$ cat src/rtl/pixie_video_pkg.sv
`default_nettype none
// ============================================================================
//  Module   : pixie_video_pkg
//  Purpose  : Shared raster timing constants, widths and types for the
//             pixie video back-end.
//  Revision : 1.0 - initial release
// ============================================================================
package pixie_video_pkg;

    localparam int H_W   = 7;
    localparam int V_W   = 9;
    localparam int DIV_W = 2;

    localparam int                CE_DIV   = 4;
    localparam logic [DIV_W-1:0]  DIV_LAST = DIV_W'(CE_DIV - 1);

    localparam logic [H_W-1:0] H_TOTAL      = 7'd112;
    localparam logic [H_W-1:0] H_ACTIVE     = 7'd64;
    localparam logic [H_W-1:0] H_SYNC_START = 7'd80;
    localparam logic [H_W-1:0] H_SYNC_LEN   = 7'd8;

    localparam logic [V_W-1:0] V_TOTAL      = 9'd262;
    localparam logic [V_W-1:0] V_ACT_START  = 9'd78;
    localparam logic [V_W-1:0] V_ACTIVE     = 9'd128;
    localparam logic [V_W-1:0] V_SYNC_START = 9'd240;
    localparam logic [V_W-1:0] V_SYNC_LEN   = 9'd4;
    localparam logic [V_W-1:0] V_ALIGN      = 9'd76;

    localparam int LINE_BYTES = 8;

    typedef logic [2:0]     byte_idx_t;
    typedef logic [7:0]     pix_byte_t;
    typedef logic [H_W-1:0] h_cnt_t;
    typedef logic [V_W-1:0] v_cnt_t;

    // Bit 7 of a display byte is the leftmost pixel of its 8-pixel group.
    function automatic logic pixel_bit(input pix_byte_t b, input byte_idx_t col);
        return b[3'd7 - col];
    endfunction

endpackage
`default_nettype wire

$ cat src/rtl/pixie_video_out_if.sv
`default_nettype none
// ============================================================================
//  Module   : pixie_video_out_if
//  Purpose  : DMA-in / raster-out bundle between the CPU side and the video
//             back-end.
//  Revision : 1.0 - initial release
// ============================================================================
interface pixie_video_out_if;
    import pixie_video_pkg::*;

    logic      dma_valid;
    pix_byte_t dma_data;
    logic      frame_sync;

    logic      ce_pix;
    logic      HBlank;
    logic      HSync;
    logic      VBlank;
    logic      VSync;
    pix_byte_t video;
    logic      overflow;

    modport master (
        output dma_valid, dma_data, frame_sync,
        input  ce_pix, HBlank, HSync, VBlank, VSync, video, overflow
    );

    modport slave (
        input  dma_valid, dma_data, frame_sync,
        output ce_pix, HBlank, HSync, VBlank, VSync, video, overflow
    );

endinterface
`default_nettype wire

$ cat src/rtl/pixie_line_buffer.sv
`default_nettype none
// ============================================================================
//  Module   : pixie_line_buffer
//  Purpose  : Two 8-byte banks; one is displayed while the other collects the
//             next line's DMA bytes. Swaps only when a full line was captured.
//  Revision : 1.0 - initial release
// ============================================================================
module pixie_line_buffer
    import pixie_video_pkg::*;
(
    input  wire logic      clk,
    input  wire logic      rst,
    input  wire logic      i_line_end,
    input  wire logic      i_dma_valid,
    input  wire pix_byte_t i_dma_data,
    input  wire byte_idx_t i_rd_idx,
    output pix_byte_t      o_rd_byte,
    output logic           o_rd_valid,
    output logic           o_overflow
);

    pix_byte_t r_mem [2][LINE_BYTES];
    logic      r_sel;
    logic [1:0] r_valid;
    byte_idx_t r_wr_idx;
    logic      r_wfull;
    logic      r_overflow;

    logic      w_sel_next;
    logic      w_wr_bank;
    logic      w_full_eff;
    logic      w_accept;
    byte_idx_t w_idx;

    // A boundary takes effect before a coincident write, so the write sees the post-swap bank and index 0.
    always_comb begin
        w_sel_next = r_sel;
        w_idx      = r_wr_idx;
        w_full_eff = r_wfull;
        if (i_line_end) begin
            w_idx      = '0;
            w_full_eff = 1'b0;
            if (r_wfull) begin
                w_sel_next = ~r_sel;
            end
        end
        w_wr_bank = ~w_sel_next;
        w_accept  = i_dma_valid & ~w_full_eff;
    end

    // Bank selection, valid flags, write index and overflow pulse.
    always_ff @(posedge clk) begin
        if (rst) begin
            r_sel      <= 1'b0;
            r_valid    <= 2'b00;
            r_wr_idx   <= '0;
            r_wfull    <= 1'b0;
            r_overflow <= 1'b0;
        end else begin
            r_overflow <= i_dma_valid & w_full_eff;
            if (i_line_end) begin
                r_sel <= w_sel_next;
                // Only the bank about to be displayed can be valid; a short line leaves it dark.
                if (w_sel_next) begin
                    r_valid <= {r_wfull, 1'b0};
                end else begin
                    r_valid <= {1'b0, r_wfull};
                end
            end
            if (w_accept) begin
                r_wr_idx <= w_idx + 3'd1;
                r_wfull  <= (w_idx == 3'd7);
            end else if (i_line_end) begin
                r_wr_idx <= '0;
                r_wfull  <= 1'b0;
            end
        end
    end

    // Byte storage; contents need no reset because the valid flags gate display.
    always_ff @(posedge clk) begin
        if (!rst && w_accept) begin
            r_mem[w_wr_bank][w_idx] <= i_dma_data;
        end
    end

    assign o_rd_byte  = r_mem[r_sel][i_rd_idx];
    assign o_rd_valid = r_valid[r_sel];
    assign o_overflow = r_overflow;

endmodule
`default_nettype wire

$ cat src/rtl/pixie_video_out.sv
`default_nettype none
// ============================================================================
//  Module   : pixie_video_out
//  Purpose  : Pixie raster back-end: pixel divider, h/v timing, frame
//             alignment, line buffering and registered video/sync outputs.
//  Revision : 1.0 - initial release
// ============================================================================
module pixie_video_out
    import pixie_video_pkg::*;
(
    input  wire logic         clk,
    input  wire logic         reset,
    pixie_video_out_if.slave  bus
);

    logic [DIV_W-1:0] r_div;
    logic             r_ce_pix;
    h_cnt_t           r_h_cnt;
    v_cnt_t           r_v_cnt;
    logic             r_fs_pending;

    logic             r_ce_out;
    logic             r_hblank;
    logic             r_hsync;
    logic             r_vblank;
    logic             r_vsync;
    pix_byte_t        r_video;

    logic             w_line_end;
    logic             w_hblank;
    logic             w_hsync;
    logic             w_vblank;
    logic             w_vsync;
    logic             w_lit;
    pix_byte_t        w_rd_byte;
    logic             w_rd_valid;
    logic             w_overflow;

    assign w_line_end = r_ce_pix && (r_h_cnt == H_TOTAL - 7'd1);

    // Pixel-rate divider; ce_pix is a registered one-in-CE_DIV strobe.
    always_ff @(posedge clk) begin
        if (reset) begin
            r_div    <= '0;
            r_ce_pix <= 1'b0;
        end else begin
            r_ce_pix <= (r_div == DIV_LAST);
            r_div    <= (r_div == DIV_LAST) ? '0 : r_div + 1'b1;
        end
    end

    // Raster counters with frame_sync snapping v_cnt to V_ALIGN on the next line boundary.
    always_ff @(posedge clk) begin
        if (reset) begin
            r_h_cnt      <= '0;
            r_v_cnt      <= '0;
            r_fs_pending <= 1'b0;
        end else begin
            if (r_ce_pix) begin
                if (w_line_end) begin
                    r_h_cnt <= '0;
                    if (r_fs_pending || bus.frame_sync) begin
                        r_v_cnt <= V_ALIGN;
                    end else if (r_v_cnt == V_TOTAL - 9'd1) begin
                        r_v_cnt <= '0;
                    end else begin
                        r_v_cnt <= r_v_cnt + 9'd1;
                    end
                end else begin
                    r_h_cnt <= r_h_cnt + 7'd1;
                end
            end
            if (w_line_end) begin
                r_fs_pending <= 1'b0;
            end else if (bus.frame_sync) begin
                r_fs_pending <= 1'b1;
            end
        end
    end

    pixie_line_buffer u_line_buffer (
        .clk         (clk),
        .rst         (reset),
        .i_line_end  (w_line_end),
        .i_dma_valid (bus.dma_valid),
        .i_dma_data  (bus.dma_data),
        .i_rd_idx    (r_h_cnt[5:3]),
        .o_rd_byte   (w_rd_byte),
        .o_rd_valid  (w_rd_valid),
        .o_overflow  (w_overflow)
    );

    assign w_hblank = (r_h_cnt >= H_ACTIVE);
    assign w_hsync  = (r_h_cnt >= H_SYNC_START) && (r_h_cnt < H_SYNC_START + H_SYNC_LEN);
    assign w_vblank = !((r_v_cnt >= V_ACT_START) && (r_v_cnt < V_ACT_START + V_ACTIVE));
    assign w_vsync  = (r_v_cnt >= V_SYNC_START) && (r_v_cnt < V_SYNC_START + V_SYNC_LEN);
    assign w_lit    = !w_hblank && !w_vblank && w_rd_valid && pixel_bit(w_rd_byte, r_h_cnt[2:0]);

    // Output stage; ce_pix is delayed with the rest so every output stays aligned.
    always_ff @(posedge clk) begin
        if (reset) begin
            r_ce_out <= 1'b0;
            r_hblank <= 1'b0;
            r_hsync  <= 1'b0;
            r_vblank <= 1'b0;
            r_vsync  <= 1'b0;
            r_video  <= 8'h00;
        end else begin
            r_ce_out <= r_ce_pix;
            r_hblank <= w_hblank;
            r_hsync  <= w_hsync;
            r_vblank <= w_vblank;
            r_vsync  <= w_vsync;
            r_video  <= w_lit ? 8'hFF : 8'h00;
        end
    end

    assign bus.ce_pix   = r_ce_out;
    assign bus.HBlank   = r_hblank;
    assign bus.HSync    = r_hsync;
    assign bus.VBlank   = r_vblank;
    assign bus.VSync    = r_vsync;
    assign bus.video    = r_video;
    assign bus.overflow = w_overflow;

endmodule
`default_nettype wire
$ cat src/flat_wrapper.sv
// flat-port wrapper written by rule: the top's interface ports become plain ports
module pixie_video_out_flat import pixie_video_pkg::*;
  (clk, reset, bus_dma_valid, bus_dma_data, bus_frame_sync, bus_ce_pix, bus_HBlank, bus_HSync, bus_VBlank, bus_VSync, bus_video, bus_overflow);
  pixie_video_out_if bus_i ();
  input  wire logic clk;
  input  wire logic reset;
  input wire logic [$bits(bus_i.dma_valid)-1:0] bus_dma_valid;
  input wire logic [$bits(bus_i.dma_data)-1:0] bus_dma_data;
  input wire logic [$bits(bus_i.frame_sync)-1:0] bus_frame_sync;
  output wire logic [$bits(bus_i.ce_pix)-1:0] bus_ce_pix;
  output wire logic [$bits(bus_i.HBlank)-1:0] bus_HBlank;
  output wire logic [$bits(bus_i.HSync)-1:0] bus_HSync;
  output wire logic [$bits(bus_i.VBlank)-1:0] bus_VBlank;
  output wire logic [$bits(bus_i.VSync)-1:0] bus_VSync;
  output wire logic [$bits(bus_i.video)-1:0] bus_video;
  output wire logic [$bits(bus_i.overflow)-1:0] bus_overflow;
  assign bus_i.dma_valid = bus_dma_valid;
  assign bus_i.dma_data = bus_dma_data;
  assign bus_i.frame_sync = bus_frame_sync;
  assign bus_ce_pix = bus_i.ce_pix;
  assign bus_HBlank = bus_i.HBlank;
  assign bus_HSync = bus_i.HSync;
  assign bus_VBlank = bus_i.VBlank;
  assign bus_VSync = bus_i.VSync;
  assign bus_video = bus_i.video;
  assign bus_overflow = bus_i.overflow;
  pixie_video_out u_core (.clk(clk), .reset(reset), .bus(bus_i));
endmodule
$ cat config.mk
export PLATFORM = sky130hd
export DESIGN_NAME = pixie_video_out_flat
export DESIGN_NICKNAME = d
export VERILOG_FILES = /design/src/rtl/pixie_video_pkg.sv /design/src/rtl/pixie_video_out_if.sv /design/src/rtl/pixie_line_buffer.sv /design/src/rtl/pixie_video_out.sv /design/src/flat_wrapper.sv
export SDC_FILE = /design/constraint.sdc
export NUM_CORES = 1
export LEC_CHECK = 0
export ABC_AREA = 1
export BUFFER_PORTS_ARGS = -buffer_cell sky130_fd_sc_hd__buf_2
export CAP_MARGIN = 30
export CORE_MARGIN = 2
export CORE_UTILIZATION = 55
export DETAILED_ROUTE_END_ITERATION = 7
export PLACE_DENSITY = 0.78
export SETUP_SLACK_MARGIN = 0.05
export SLEW_MARGIN = 20
export SYNTH_ARGS = -nofsm -noshare
export SYNTH_HDL_FRONTEND = slang
export SYNTH_HIERARCHICAL = 1
export SYNTH_SLANG_ARGS = --single-unit
export TNS_END_PERCENT = 30
$ cat constraint.sdc
create_clock -name clk -period 2.7 [get_ports clk]
set_clock_uncertainty 0.1 [all_clocks]
set_input_delay 0.54 -clock clk [delete_from_list [all_inputs] [get_ports clk]]
set_output_delay 0.54 -clock clk [all_outputs]
set_load 0.01 [all_outputs]
==> results of run 1 <==
==> cell families (layout without fill, tap and decap cells) <==
| family | count (synthesis) | in the layout | share of synthesized area |
|---|---|---|---|
| xor+xnor | 2 | 2 | 0.00235 |
| compound gates | 23 | 23 | 0.0173 |
| fa+ha+maj | 6 | 6 | 0.0101 |
| flops | 163 | 163 | 0.609 |
| simple gates | 450 | 450 | 0.264 |
| buf+inv | 172 | 220 | 0.0974 |
==> per-stage QoR <==
stage	setup WS (ps)	area [um^2]
floorplan	373	7470
global placement	365	7810
detailed placement	303	7810
CTS	236	8400
global route	55.6	8400
finish	235	8400
==> final cells by class <==
type / instances / area [um^2] / share of cell area
clock inverters: 10 / 134 / 0.0159
flip-flops and latches: 163 / 4550 / 0.541
inverters: 137 / 514 / 0.0612
well taps: 176 / 220 / 0.0262
multi-input cells: 481 / 2200 / 0.262
clock buffers: 22 / 454 / 0.0541
repair buffers: 51 / 333 / 0.0396
==> worst reg2reg max path, delay by kind of cell, from the launching register on <==
family,cells,cell delay [ps]
buf+inv,3,520
simple gates,5,680
fa+ha+maj,1,250
flops,1,430
compound gates,1,190
==> sequential cells by signal, summed over array words and instances (netlist names), 2 cells and up, named ones only <==
register	cells
u_core/r_div	2
u_core/r_h_cnt	7
u_core/r_v_cnt	9
u_core/u_line_buffer/r_mem	128
u_core/u_line_buffer/r_valid	2
u_core/u_line_buffer/r_wr_idx	3
==> Yosys cell counts <==
| library cell | count |
|---|---|
| sky130_fd_sc_hd__o21ai_4 | 1 |
| sky130_fd_sc_hd__o21a_1 | 1 |
| sky130_fd_sc_hd__nand3b_1 | 1 |
| sky130_fd_sc_hd__nand3_1 | 123 |
| sky130_fd_sc_hd__inv_2 | 13 |
| sky130_fd_sc_hd__nor3_2 | 2 |
| sky130_fd_sc_hd__buf_6 | 1 |
| sky130_fd_sc_hd__xor2_1 | 2 |
| sky130_fd_sc_hd__o21ai_1 | 2 |
| sky130_fd_sc_hd__nor2_8 | 1 |
| sky130_fd_sc_hd__nand2_1 | 237 |
| sky130_fd_sc_hd__nor2_2 | 5 |
| sky130_fd_sc_hd__a21oi_1 | 11 |
| sky130_fd_sc_hd__nand4_1 | 5 |
| sky130_fd_sc_hd__nand2_4 | 4 |
| sky130_fd_sc_hd__inv_1 | 124 |
| sky130_fd_sc_hd__nand2_2 | 1 |
| sky130_fd_sc_hd__clkbuf_1 | 3 |
| sky130_fd_sc_hd__ha_1 | 6 |
| sky130_fd_sc_hd__nor4_1 | 1 |
| sky130_fd_sc_hd__nor2_1 | 58 |
| sky130_fd_sc_hd__dfxtp_1 | 35 |
| sky130_fd_sc_hd__nand3_2 | 2 |
| sky130_fd_sc_hd__nor3b_1 | 3 |
| sky130_fd_sc_hd__buf_2 | 17 |
| sky130_fd_sc_hd__edfxtp_1 | 128 |
| sky130_fd_sc_hd__nor2_4 | 1 |
| sky130_fd_sc_hd__o21ai_0 | 8 |
| sky130_fd_sc_hd__nor3_1 | 6 |
| sky130_fd_sc_hd__buf_4 | 14 |
==> where the power goes <==
group | internal, mW | switching (mW)
Clock | 1.47 | 0.916
Combinational | 0.0274 | 0.0862
Sequential | 2.73 | 0.00954
==> per-layer routing <==
| metal | vias to the layer above | share of wire |
|---|---|---|
| li1 | 2674 | - |
| met1 | 2493 | 0.44 |
| met2 | 211 | 0.46 |
| met3 | 37 | 0.069 |
| met4 | 0 | 0.030 |
| met5 | - | 0 |
==> what timing repair did <==
action | in CTS | in global routing
hold buffers | 0 | 0
setup endpoints to repair | 0 | 8
gates resized for setup | 0 | 1
==> final timing paths <==
kind,to,depth (start not counted)
setup / recovery,u_core/u_line_buffer/r_mem[1][35],10
hold / removal,u_core/r_fs_pending,3
setup reg to reg,u_core/u_line_buffer/r_mem[1][35],10
hold reg to reg,u_core/r_div[0],1
==> results.md, run 1 <==
Run status:
- The flow ran to the end, and the final reports show no timing, DRC or antenna violations.

Finish:
- In the final layout, the share of cells above drive strength 1 is 0.127.
- After filler insertion, the fill cell instance count of the layout stands at 1070.
- The share of the core filled with cells is 0.634.
- The area growth from synthesis to final layout is 12.5%.
- The count of nets after finishing is 869.
- Leaving out fill and tap cells, the most frequent cell in the layout is sky130_fd_sc_hd__nand2_1.
- The total inserted antenna cells is 0.
- Leaving out fill and tap cells, the most frequent cells in the layout are sky130_fd_sc_hd__nand2_1 (237), sky130_fd_sc_hd__edfxtp_1 (128), sky130_fd_sc_hd__inv_1 (124), sky130_fd_sc_hd__nand3_1 (123), sky130_fd_sc_hd__nor2_1 (58).
- The non-filler instance count after layout is 1040.

Worst setup path:
- The register-to-register setup slack is 240 ps.
- For this run, the slowest stage of the critical path takes 430 ps.
- The critical path is of the reg -> reg type.
- In this design, the largest share of critical-path delay is due to simple AND/OR/NAND/NOR gates.
- The critical path contains buffers and inverters numbering 3 combined.
- The worst register-to-register path begins at u_core/r_h_cnt[0].
- The worst setup path is launched from a register.
- The largest individual stage delay along the critical path comes from the cell sky130_fd_sc_hd__dfxtp_1.
- STA puts the critical path data arrival time at 2500 ps.
- The cell that appears most often on the critical path is sky130_fd_sc_hd__inv_2.
- The critical path starts at u_core/r_h_cnt[0].
- STA classifies the critical path endpoint as a register.
- The worst path required time is 2740 ps.
- The peak fanout along the critical path is 10.
- The signal on the critical path passes through ha_2 > nand3_2 > nor2_4 > nand2_4 > inv_2 > nand3_1 > o21ai_4 > inv_2 > nor2_1 > buf_4.

Routing:
- For this block, the initial DRC count from the detailed router was 530.
- For this run, design rule violations remaining after detail routing come to 0.
- The routed wire length is 16200 um.
- The count of TritonRoute iterations in the first routing pass is 6.
- After detailed routing, the average wire length per cell comes to 15.6 um.
- The count of antenna-violating nets left after detailed routing is 0.
- Using the TritonRoute via totals, the vias-per-cell ratio works out to 5.21.
- The detailed router placed 5415 vias in this run.

Global routing:
- For met2 alone, demand over resource in global routing was 0.368.
- The overall overflow remaining after global route is 0.
- For this run, global-route usage on met3 was measured as 0.0476.
- The first-pass GRT wire length is 25500 um.
- Across every metal layer, demand over resource in global routing totals 0.236.
- The initial antenna violation count is 0.
- The pin count of the biggest net entering global routing is 33.
- The routing layer with the top usage in global route is met2.
- The routing usage on met1 is 0.321.
- The via count of the first global-routing pass is 4973.

Timing:
- Setup repair after global routing left no endpoint under its margin.
- The share of the cycle needed by the critical path after routing is 0.913.
- After routing, the total negative slack on setup checks comes to 0 ps.
- The worst path in the final design needs a cycle of 2460 ps, including I/O delays and setup.
- The final hold violation count came to 0.
- The transition time at the pin with the least slew margin is 602 ps.
- The final-report setup violation count is 0.
- The relative slew slack is 0.598.
- The number of max-slew violations in the final report is 0.
- The worst hold margin is 277 ps.
- Derived from the worst setup path, the maximum achievable clock frequency is 406 MHz.

Synth:
- Yosys attributes the largest share of cell area to sky130_fd_sc_hd__edfxtp_1 (51%), sky130_fd_sc_hd__nand2_1 (12%), sky130_fd_sc_hd__dfxtp_1 (9.4%).
- Counting flops and latches in the post-synthesis netlist gives 163.
- The cell type contributing the most total cell area after synthesis is sky130_fd_sc_hd__edfxtp_1.
- Yosys printed 6 warnings.
- The cell count after synthesis came out at 816.
- The fraction of synthesized cell area taken by the top area cell type is 0.515.
- The number of nets produced by synthesis is 834.
- The count of cell types in the netlist is 30.
- A synthesized cell averages 9.15 um^2.
- The post-synthesis instance area is 7470 um^2.
- The share of the yosys chip area belonging to registers is 0.609.

Clock network:
- The clock-pin slew on the worst setup and hold paths is 60 ps.
- The cell at the root of the clock tree is sky130_fd_sc_hd__clkbuf_16.
- At the later pin of the worst-skew pair, clock insertion delay measures 430 ps.
- TritonCTS built the clock tree.
- The count of H-tree levels built during CTS is 4.
- The number of setup buffers added after CTS is 0.
- The clock drives 163 sinks.
- The number of buffers added by the clock tree synthesis step is 17.
- The maximum number of buffers from clock root to sink is 2.

Place:
- The port buffer count is 25.
- The final HPWL from detailed placement is 10700 um.
- The cell total after placement is 1008.
- Routability-driven placement finished with a final weighted congestion of 0.934.

Floorplan:
- After floorplanning, the core was sized to cover 13200 um^2.
- From bottom edge to top edge, the die measures 121 um.
- The I/O pin count is 26.
- The die covers 14500 um^2.
- After floorplanning, the core was divided into 42 placement rows.
- In this run the horizontal extent of the chip is 121 um.
- The initial utilization of the core area, before any placement, comes to 0.564.

Power:
- The static leakage is 3.63 nW.
- VDD sags by at most 0.000466 V.
- Overall power consumption after layout is estimated at 5.24 mW.
- The total power density per cell area is 624 nW/um^2.

Flow run:
- The count of maximum capacitance violations is 0.

Hold path:
- The worst hold path begins at bus_frame_sync.
- The worst hold-check path type is in -> reg.
(Power assumes the default switching activity.)
==> inputs of run 2 (changes only) <==
--- a/config.mk
+++ b/config.mk
@@ -8,6 +8,7 @@
 export ABC_AREA = 1
 export BUFFER_PORTS_ARGS = -buffer_cell sky130_fd_sc_hd__buf_2
 export CAP_MARGIN = 30
+export CORE_ASPECT_RATIO = 0.9
 export CORE_MARGIN = 2
 export CORE_UTILIZATION = 55
 export DETAILED_ROUTE_END_ITERATION = 7
==> run 2 against run 1 <==
Sequential power barely moved; largest power group unchanged; die area barely moved; global-route usage rose by 0.73 points; critical path type unchanged; register-to-register slack improved by 40 ps; final cell count fell by 0.87%; via count rose by 2.2%; final area fell by 0.15%; worst hold slack improved by 15 ps; first-iteration DRC count rose by 1.9%.
==> results.md, run 2 (same netlist as run 1, synthesis figures left out) <==
Power:
- The reported net switching power is 1.09 mW (+7.8%).
- The clock network fraction of total power is 0.462 (+0.006).
- The maximum vdd ir drop was 0.000870 V (+87%).
- The total power density per cell area is 632 nW/um^2 (+1.4%).
- The final total power is 5.30 mW (+1.2%).
- The static leakage is 3.62 nW (-0.34%).
- The switching power as a share of total power is 0.206 (+0.0126).
- The share of total power in combinational logic was 0.022 (about the same).
- The internal power consumption is 4.21 mW (-0.36%).
- The share of power burned in registers is 0.516 (-0.006).

Worst setup path:
- The cell type group with the largest total delay on the critical path is simple AND/OR/NAND/NOR gates.
- The path type of the worst setup path is reg -> reg.
- The worst setup path is captured at a register.
- The peak fanout along the critical path came to 8 (-2).
- Traced cell by cell, the critical path runs through ha_1 > nand3_2 > nor2_4 > nand2_4 > inv_2 > inv_2 > nand2_4 > nand2_4 > nor2_8 > nand4_1 > nor2_1 > buf_4.
- The category of the worst setup path launch point is a register.
- The arrival time of data at the critical path endpoint is 2460 ps (-40 ps).
- The largest stage delay on the critical path is 390 ps (-40 ps).
- The total buffers and inverters traversed by the critical path came to 3 (unchanged).
- The slowest stage of the critical path is the sky130_fd_sc_hd__dfxtp_1 cell.
- The most frequent cell on the critical path is sky130_fd_sc_hd__nand2_4.
- The worst path required time is 2730 ps (about the same).

Timing:
- The final setup TNS was 0 ps (unchanged).
- The number of max-slew violations in the final report was 0 (unchanged).
- The share of the cycle needed by the critical path after routing is 0.898 (-0.0143).
- Setup repair after global routing left no endpoint under its margin.
- The transition time at the pin with the least slew margin was 651 ps (+49.2 ps).
- The final-report setup violation count came to 0 (unchanged).
- The final hold violation count is 0 (unchanged).
- The final critical path time including I/O delays and setup came to 2430 ps (-38.7 ps).
- The maximum operating frequency is 412 MHz (+1.6%).
- The relative slew slack is 0.565 (-0.0328).

Finish:
- The post-layout instance area was 8390 um^2 (-0.15%).
- The largest register by flop count is u_core/u_line_buffer/r_mem.
- The number of fillers in the final layout is 1040 (-2.8%).
- The area of the multi-input gates was 2200 um^2 (-0.11%).
- The count of nets after finishing is 868 (-0.12%).
- The total area of sequential cells was 4550 um^2 (about the same).
- The total inserted antenna cells is 0 (unchanged).
- The non-filler instance count after layout is 1031 (-0.87%).
- The largest registers in the layout are u_core/u_line_buffer/r_mem (128), u_core/r_v_cnt (9), u_core/r_h_cnt (7).
- The number of flip-flops under the largest register name came to 128 (unchanged).
- The area growth from synthesis to layout is 12.3%.
- The library cell used most frequently in the layout, excluding fill and tap cells, is sky130_fd_sc_hd__nand2_1.
- The layout cell share with drive strength beyond 1 is 0.132 (+0.00478).
- In the layout the commonest cells are sky130_fd_sc_hd__nand2_1 (237), sky130_fd_sc_hd__edfxtp_1 (128), sky130_fd_sc_hd__inv_1 (124), sky130_fd_sc_hd__nand3_1 (123), sky130_fd_sc_hd__nor2_1 (58).

Global routing:
- The overall overflow remaining after global route is 0 (unchanged).
- The first-pass GRT wire length was 26700 um (+5.0%).
- The initial antenna violation count was 0 (unchanged).
- The via count of the first global-routing pass is 5153 (+3.6%).
- The global routing usage summed across all routing layers is 0.243 (+0.00730).
- The pin count of the biggest net entering global routing is 41 (+24%).

Routing:
- The mean routed wirelength per cell is 16.3 um (+4.8%).
- The count of antenna-violating nets left after detailed routing is 0 (unchanged).
- The routed wire length is 16800 um (+3.9%).
- The residual DRC count was 0 (unchanged).
- The via total after detailed routing was 5533 (+2.2%).
- The number of violations reported at the end of detailed-routing iteration 0 is 540 (+1.9%).
- The detailed-route vias per instance was 5.37 (+3.1%).
- The count of TritonRoute iterations in the first routing pass is 5 (-1).

Clock network:
- The number of buffers inserted by hold repair at cts is 0 (unchanged).
- The count of H-tree levels built during CTS is 4 (unchanged).
- The clock latency of the later-clocked register in the worst-skew pair is 420 ps (about the same).
- The post-CTS setup repair buffer count is 0 (unchanged).
- The maximum number of buffers from clock root to sink is 2 (unchanged).
- The total number of clock tree sinks is 163 (unchanged).
- The CTS tree is yes.
- The number of buffers added by the clock tree synthesis step is 17 (unchanged).
- The cell at the root of the clock tree is sky130_fd_sc_hd__clkbuf_16.
- The clock-pin slew on the worst setup and hold paths is 60 ps (about the same).

Place:
- The instance area at placement is 7780 um^2 (-0.38%).
- The final HPWL from detailed placement is 10600 um (-0.81%).
- The final weighted congestion in routability-driven placement is 0.877 (-6.1%).
- The cell total after placement is 999 (-0.89%).
- The port buffer count is 25 (unchanged).

Floorplan:
- The row count is 40 (-4.8%).
- The die height is 115 um (-5.0%).
- The total core area is 13300 um^2 (+0.53%).
- The die footprint is 14500 um^2 (about the same).
- The initial core utilization came to 0.561 (-0.00297).
- The I/O pin count is 26 (unchanged).
- The width of the die is 127 um (+5.2%).

Run status:
- The flow ran to the end, and the final reports show no timing, DRC or antenna violations.

Flow run:
- The count of maximum capacitance violations is 0 (unchanged).

Hold path:
- The min-delay analysis places its worst path in the category in -> reg.
-- run 2: repair_timing --
| item | in CTS | in global routing |
|---|---|---|
| endpoints found under the setup margin | 0 | 8 |
| resized for setup | 0 | 1 |
| endpoints found under the hold margin | 0 | 0 |
-- run 2: power groups by stage --
stage / Clock (mW) / Sequential [mW] / Combinational, mW
4_1_cts: 2.47 / 2.73 / 0.116
5_1_grt: 2.56 / 2.74 / 0.127
3_5_place_dp: 0 / 2.79 / 0.115
6_report: 2.45 / 2.74 / 0.116
2_1_floorplan: 0 / 2.79 / 0.0495
3_3_place_gp: 0 / 2.79 / 0.112
-- run 2: per-layer routing --
| layer | wire length (um) | part of all wire | vias up | GRT usage |
|---|---|---|---|---|
| met5 | 0 | 0 | - | 0 |
| met4 | 267 | 0.016 | 0 | 0.0784 |
| met3 | 1390 | 0.083 | 23 | 0.0500 |
| met2 | 7870 | 0.47 | 246 | 0.390 |
| met1 | 7310 | 0.43 | 2589 | 0.337 |
| li1 | - | - | 2675 | - |
-- run 2: tightest hold or removal path: cells and delay by family --
kind / cells / cell delay [ps]
simple gates: 2 / 160
buf+inv: 1 / 80
-- run 2: path summary, 6_finish.rpt --
check,start,end,slack (ps),cells past startpoint
max,u_core/r_h_cnt[1],u_core/u_line_buffer/r_mem[0][15],270,12
min,bus_frame_sync,u_core/r_fs_pending,290,3
max reg2reg,u_core/r_h_cnt[1],u_core/u_line_buffer/r_mem[0][15],270,12
min reg2reg,u_core/r_div[0],u_core/r_div[0],330,1
-- run 2: metrics by stage --
stage / utilization / hold slack, ps / setup slack, ps
after floorplan: - / 308 / 373
after global placement: 0.584 / 321 / 330
after detailed placement: 0.584 / 323 / 286
after CTS: 0.630 / 292 / 263
after global routing: 0.630 / 320 / 114
final: 0.630 / 292 / 274
-- run 2: cell type report --
| cell class | count | share of cell area |
|---|---|---|
| repair buffers | 50 | 0.0373 |
| multi-input cells | 481 | 0.262 |
| well taps | 168 | 0.0251 |
| inverters | 137 | 0.0613 |
| clock buffers | 17 | 0.0507 |
| flip-flops and latches | 163 | 0.542 |
| clock inverters | 15 | 0.0216 |
